File: config.mk
export PLATFORM = sky130hd
export DESIGN_NAME = pipe_stage_skid
export DESIGN_NICKNAME = d
export VERILOG_FILES = /design/src/rtl/pipe_stage_skid.sv
export SDC_FILE = /design/constraint.sdc
export NUM_CORES = 1
export LEC_CHECK = 0
export BUFFER_PORTS_ARGS = -buffer_cell sky130_fd_sc_hd__buf_2
export CELL_PAD_IN_SITES_DETAIL_PLACEMENT = 1
export CELL_PAD_IN_SITES_GLOBAL_PLACEMENT = 1
export CORE_MARGIN = 2
export CORE_UTILIZATION = 35
export CTS_CLUSTER_DIAMETER = 80
export CTS_CLUSTER_SIZE = 30
export DETAILED_ROUTE_END_ITERATION = 10
export PLACE_DENSITY = 0.83
export SETUP_SLACK_MARGIN = 0.3
export SKIP_LAST_GASP = 1
export SYNTH_ARGS = -nofsm -noshare
export SYNTH_HDL_FRONTEND = slang
export SYNTH_SLANG_ARGS = --single-unit
File: constraint.sdc
create_clock -name clock -period 1.6 [get_ports clock]
set_input_delay 0.24 -clock clock [delete_from_list [all_inputs] [get_ports clock]]
set_output_delay 0.24 -clock clock [all_outputs]
set_load 0.01 [all_outputs]
File: src/rtl/pipe_stage_skid.sv
// pipe_stage_skid: generic pipeline stage register with a valid/ready handshake
// and a 2-entry skid buffer (main entry drives out_data, skid entry catches the
// payload accepted while downstream stalls). in_ready is registered, so the
// upstream ready path never sees combinational logic from out_ready.
// Optional build macro: PIPE_STATS_EN adds the stall_cnt/kill_cnt statistics
// ports and their saturating counters.
module pipe_stage_skid #(
  parameter int                DATA_W    = 64,
  parameter logic [DATA_W-1:0] FLUSH_VAL = '0
`ifdef PIPE_STATS_EN
  , parameter int              CNT_W     = 16
`endif
) (
  input  logic              clock,
  input  logic              reset,
  input  logic              flush,
  input  logic              in_valid,
  output logic              in_ready,
  input  logic [DATA_W-1:0] in_data,
  output logic              out_valid,
  input  logic              out_ready,
  output logic [DATA_W-1:0] out_data
`ifdef PIPE_STATS_EN
  , output logic [CNT_W-1:0] stall_cnt
  , output logic [CNT_W-1:0] kill_cnt
`endif
);

  typedef enum logic [1:0] {
    EMPTY = 2'd0,
    BUSY  = 2'd1,
    FULL  = 2'd2
  } state_t;

  state_t            state;
  state_t            state_next;
  logic [DATA_W-1:0] main_q;
  logic [DATA_W-1:0] skid_q;
  logic              in_fire;
  logic              out_fire;

  assign in_fire   = in_valid & in_ready & ~flush;
  assign out_fire  = out_valid & out_ready;
  assign out_valid = (state != EMPTY);
  assign out_data  = main_q;

  // Occupancy transition; a flush always empties the stage.
  always_comb begin
    state_next = state;
    unique case (state)
      EMPTY: if (in_fire) state_next = BUSY;
      BUSY: begin
        if (in_fire && !out_fire)      state_next = FULL;
        else if (!in_fire && out_fire) state_next = EMPTY;
      end
      FULL:    if (out_fire) state_next = BUSY;
      default: state_next = EMPTY;
    endcase
    if (flush) state_next = EMPTY;
  end

  // State, payload storage and the registered in_ready (low only when FULL next).
  always_ff @(posedge clock) begin
    if (reset || flush) begin
      state    <= EMPTY;
      main_q   <= FLUSH_VAL;
      skid_q   <= FLUSH_VAL;
      in_ready <= 1'b1;
    end else begin
      state    <= state_next;
      in_ready <= (state_next != FULL);
      unique case (state)
        EMPTY: if (in_fire) main_q <= in_data;
        BUSY: begin
          if (in_fire && out_fire) main_q <= in_data;
          else if (in_fire)        skid_q <= in_data;
        end
        FULL:    if (out_fire) main_q <= skid_q;
        default: ;
      endcase
    end
  end

`ifdef PIPE_STATS_EN
  logic [1:0]     held_cnt;
  logic [1:0]     killed;
  logic [CNT_W:0] kill_sum;

  assign held_cnt = (state == FULL) ? 2'd2 : (state == BUSY) ? 2'd1 : 2'd0;
  assign killed   = held_cnt - {1'b0, out_fire};
  assign kill_sum = {1'b0, kill_cnt} + {{(CNT_W-1){1'b0}}, killed};

  // Saturating count of cycles the head payload waits on downstream.
  always_ff @(posedge clock) begin
    if (reset) begin
      stall_cnt <= '0;
    end else if (out_valid && !out_ready && !flush && (stall_cnt != {CNT_W{1'b1}})) begin
      stall_cnt <= stall_cnt + 1'b1;
    end
  end

  // Saturating count of valid entries thrown away by flush (a head consumed that cycle survives).
  always_ff @(posedge clock) begin
    if (reset) begin
      kill_cnt <= '0;
    end else if (flush) begin
      kill_cnt <= kill_sum[CNT_W] ? {CNT_W{1'b1}} : kill_sum[CNT_W-1:0];
    end
  end
`endif

endmodule

==> results of run 1 <==
-- sequential cells by signal (all words and copies together), names as in the netlist --
register,count
in_ready,1
skid_q,64
state,2
out_data,64
-- cell families (layout without fill, tap and decap cells) --
family / Yosys count / count (layout) / synth area share (%)
AO/OA/AOI/OAI: 196 / 196 / 21.74
multiplexers: 64 / 64 / 12.03
flip-flops: 131 / 131 / 49.26
buffers and inverters: 58 / 215 / 5.969
AND/OR/NAND/NOR: 141 / 141 / 11.00
-- layer usage --
layer	up-vias	wire length, microns	track usage, %	share of wire [%]
met3	31	854	5.695	4.3
met1	2520	8071	27.88	41
met4	0	359	6.981	1.8
met2	138	10410	43.32	53
met5	-	0	0	0
li1	2372	-	-	-
-- synthesized netlist by cell type --
cell type | count | area, sq um
nor4b_1 | 1 | 8.760
nand3b_4 | 1 | 20.02
nor2_1 | 2 | 7.510
o31ai_1 | 64 | 480.5
a221oi_2 | 1 | 15.01
buf_6 | 6 | 67.56
nand4b_1 | 1 | 8.760
nand2_1 | 128 | 480.5
o21ai_2 | 1 | 8.760
dfxtp_1 | 131 | 2623
a21oi_1 | 129 | 645.6
nand3b_1 | 2 | 15.01
buf_2 | 23 | 115.1
o21a_1 | 1 | 7.510
or4b_4 | 1 | 13.76
buf_4 | 7 | 52.55
mux2i_1 | 64 | 640.6
inv_1 | 1 | 3.750
clkbuf_1 | 21 | 78.83
nand2b_1 | 2 | 12.51
or2_2 | 3 | 18.77
-- worst reg2reg max path, cell delays in order (launching register included) --
cell and delay (ps):
dfxtp_4 360, or2_4 270, o21ai_4 200, or2_4 200, buf_12 130, buf_6 100
buf_16 150, a21oi_4 60
-- what timing repair did --
item	in CTS	in global routing
setup endpoints to repair	131	131
hold endpoints to repair	0	0
setup buffers	16	2
pin swaps	10	3
gates cloned	10	1
resized for setup	102	38
-- metrics by stage --
step | std cells | util [%] | worst slack, ps | hold WS (ps) | setup TNS, ps
final | 935 | 51.94 | 7.278 | 81.22 | 0
after global routing | 935 | 51.94 | -47.94 | 80.33 | -836.4
after floorplan | 590 | - | 126.2 | 376.0 | 0
after detailed placement | 876 | 41.27 | -122.7 | 451.3 | -2775
after global placement | 876 | 41.27 | 22.96 | 441.4 | 0
after CTS | 932 | 50.50 | 18.35 | 67.29 | 0
-- final timing paths --
kind	startpoint	slack [ps]	cells past startpoint	endpoint
max	state[0]	7	7	out_data[30]
min reg2reg	skid_q[13]	460	2	skid_q[13]
max reg2reg	state[0]	7	7	out_data[30]
min	in_data[4]	80	3	skid_q[4]
-- power by group --
part	switching, mW	internal (mW)	total [mW]
registers	0.0499	3.34	3.39
logic	0.554	0.427	0.980
clock network	1.43	2.34	3.78
total	2.04	6.11	8.15
-- area by class of cell --
class,instances,area (sq um)
fill,1666,7224
multi-input combinational,401,2917
sequential,131,2631
timing repair buffer,184,1455
clock buffer,20,456.7
tap,188,235.2
clock inverter,10,110.1
inverter,1,3.754
==> results.toml, run 1 <==
[outcome]
status = "finished, final reports clean"

[global_routing]
grt_pass1_wl_mm = 29.99
grt_pass1_vias = 5483
grt.total_usage_pct = 23.85
grt_overflow = 0
antenna_found_initial = 0
grt_start_max_net_pins = 39

[clock_network]
cts_sinks = 131
cts_tree = "yes"
cts_buffers = 17
clkLatencyLatePin_ps = 420
clk_pin_slew_worst_paths_ps = 60
cts_hold_buf = 0
htreeDepth = 4
root_buffer = "clkbuf_16"
clockBufferDepth = 2

[routing]
route.vias.total = 5061
drc = 0
totalWireLength_mm = 19.70
drt_first_pass_iters = 4
routedWlPerCell_microns = 21.07
viasPerCell = 5.413
ant_nets = 0
drt-initial-drc-count = 238

[cells_and_area]
final_cell_area_sq_um = 7809
drive_gt1_share_pct = 41.37
syn2layout_area_growth_pct = 46.67
final_common_cell = "buf_2"
antenna_cells = 0
final_nets = 805
final_cell_mix = "buf_2, nand2_1, dfxtp_1"

[setup_path]
worst-path-buf-inv = 3
path_class = "flop to flop"
end_kind = "flop"
worstPathArrival_ps = 1880
crit_path_frequent_cell = "or2_4"
critPathTopFamily = "simple AND/OR/NAND/NOR gates"
cp_max_fo = 8
cp_slowest_cell = "dfxtp_4"
crit_required_ps = 1890
start_kind = "flop"
slowest_delay_ps = 360
path_cells = "or2_4, o21ai_4, or2_4, buf_12, buf_6, buf_16, a21oi_4"

[floorplan]
chipWidth_microns = 127.3
dieArea_sq_um = 16210
die_height_microns = 127.3
ios = 135
initial_core_util_pct = 35.41
num_rows = 45
core_area_sq_um = 15030

[timing]
setup_viol = 0
hold_violations = 0
rsz0062_at_grt = "true"
finalClockSkew_ps = 7.041
worstMarginPinSlew_ps = 464.3
fmax_mhz = 627.9
post-route-period-util_pct = 99.55
slew_headroom_pct = 69.04
finalMaxSlewViolations = 0
period_needed_ps = 1593

[place]
placed_area_sq_um = 6203
port_buffers = 134
gp_congestion = 0.7909
dp_hpwl_mm = 10.58

[yosys]
avgSynthCellArea_sq_um = 9.023
netlist_area_sq_um = 5324
synth_cell_types = 21
synth_seq_cells = 131
synthCells = 590
synth-seq-area-share_pct = 49.26
syn_nets = 659
ys.warnings.count = 0

[power]
power_density_nw_per_um2 = 1043
ir_drop_v = 0.0007652
power.total_mw = 8.146
p_leak_nw = 3.468

[flow_run]
maxCapViolations = 0

[hold_path]
worstHoldPathType = "input port to flop"
No activity file was read; power rests on OpenSTA's default activity.
==> run 2: changes to the inputs <==
CORE_UTILIZATION = 37   (was 35)
CTS_BUF_LIST = sky130_fd_sc_hd__clkbuf_4 sky130_fd_sc_hd__clkbuf_8   (was unset)
PLACE_DENSITY = 0.86   (was 0.83)
==> results.toml, run 2 (same netlist as run 1, synthesis figures left out) <==
[timing]
fmax_mhz = 602.6
finalClockSkew_ps = 9.744
rsz0062_at_grt = "true"
finalMaxSlewViolations = 0
worstMarginPinSlew_ps = 632.0
setup_ws_ps = -59.35
hold_violations = 0
period_needed_ps = 1659
slew_headroom_pct = 57.86
setup_viol = 7
post-route-period-util_pct = 103.7
tns_ps = -148.2

[power]
p_seq_share_pct = 44.1
p_int_mw = 5.597
p_leak_nw = 3.725
ir_drop_v = 0.0005416
power.total_mw = 7.700
p_comb_share_pct = 15.1
swShare_pct = 27.31
switchingPower_mw = 2.103
clock_power_share_pct = 40.8
power_density_nw_per_um2 = 904.2

[hold_path]
worstHoldPathType = "input port to flop"
min_path_cells = 3
hold_start = "in_data[51]"
min_to = "skid_q[51]"

[clock_network]
clk_pin_slew_worst_paths_ps = 80
root_buffer = "clkbuf_8"
htreeDepth = 4
cts_tree = "yes"
cts_hold_buf = 0
clockBufferDepth = 2
cts_buffers = 17
clkLatencyLatePin_ps = 460
cts_sinks = 131

[floorplan]
initial_core_util_pct = 38.06
num_rows = 43
die_height_microns = 124.0
chipWidth_microns = 124.0
core_area_sq_um = 13990
dieArea_sq_um = 15360
ios = 135

[flow_run]
maxCapViolations = 0

[cells_and_area]
final_cell_mix = "buf_2, dfxtp_1, nand2_1"
syn2layout_area_growth_pct = 59.95
drive_gt1_share_pct = 49.22
final_nets = 830
final_cells = 956
final_common_cell = "buf_2"

[setup_path]
reg2reg_depth = 8
rrSetupSlack_ps = -60
worstPathArrival_ps = 2040
timing.rr.start = "in_ready"
crit_required_ps = 1980
path_class = "flop to flop"
reg2reg_to = "skid_q[31]"
end_kind = "flop"
cp_max_fo = 7
start_kind = "flop"

[global_routing]
grt.total_usage_pct = 27.65
antenna_found_initial = 2
grt_pass1_wl_mm = 31.57
grt_start_max_net_pins = 50
grt_overflow = 0
grt_pass1_vias = 5818

[routing]
drt-initial-drc-count = 358
totalWireLength_mm = 23.74
routedWlPerCell_microns = 24.83
viasPerCell = 5.778
drt_first_pass_iters = 5
ant_nets = 0
drc = 0
route.vias.total = 5524

[outcome]
status = "finished with violations"
violations = "setup timing"

[place]
gp_congestion = 0.7644
place_inst = 871
dp_hpwl_mm = 10.79
port_buffers = 134
==> run 2: cell count changes in the layout (fill, tap and decap cells not counted), sizes merged <==
cell	delta
buf	+18
clkbuf	+4
bufinv	+2
diode	+2
bufbuf	+1
clkinv	+1
inv	+1
==> run 2: worst max-delay path: stages (launching register included) <==
cell       delay, ps
dfxtp_4          370
nand3b_4          90
buf_6            140
nor4b_4          260
buf_6            170
buf_12           160
clkbuf_16        160
nand2_2           60
a21oi_1          150
==> run 2: per-layer routing <==
layer | up-vias | part of all wire (%) | GRT usage (%)
li1 | 2445 | - | -
met1 | 2757 | 37 | 30.19
met2 | 238 | 52 | 50.82
met3 | 84 | 6.0 | 5.861
met4 | 0 | 5.3 | 12.99
met5 | - | 0 | 0
==> run 2: how the worst max path moves through the flow <==
stage,to,cells past startpoint,slack (ps),start
finish,skid_q[31],8,-60,in_ready
global route,skid_q[31],8,-100,in_ready
CTS,skid_q[30],7,50,in_ready
detailed placement,out_data[14],5,-90,state[1]
global placement,skid_q[3],6,-2,flush
floorplan,in_ready,5,130,in_ready
==> run 2: power groups by stage <==
stage | registers (mW) | logic, mW | clock network, mW
global placement | 3.45 | 0.592 | 0
global route | 3.40 | 1.21 | 3.31
floorplan | 3.48 | 0.314 | 0
finish | 3.40 | 1.16 | 3.14
CTS | 3.38 | 0.944 | 3.14
detailed placement | 3.45 | 0.618 | 0
==> run 2: final cells by class <==
cell class	count	area, sq um
fill	1514	5473
multi-input combinational	401	3201
sequential	131	2636
timing repair buffer	209	2012
clock buffer	18	247.7
tap	180	225.2
clock inverter	14	185.2
antenna	2	5.005
inverter	1	3.754
==> run 2: repair_timing <==
action                     CTS  global route
pin swaps                   14            59
setup endpoints to repair  132           134
cloned                      15             8
setup buffers               23             5
gates resized for setup     85           137
==> run 2: stage by stage <==
step	hold slack [ps]	setup WS, ps	util [%]	cell area, sq um
floorplan	376.0	126.2	-	5404
global placement	442.4	-2.237	44.70	6254
detailed placement	450.9	-86.07	44.70	6254
CTS	20.91	52.86	54.89	7679
global route	16.41	-97.44	60.88	8516
finish	33.93	-59.35	60.88	8516
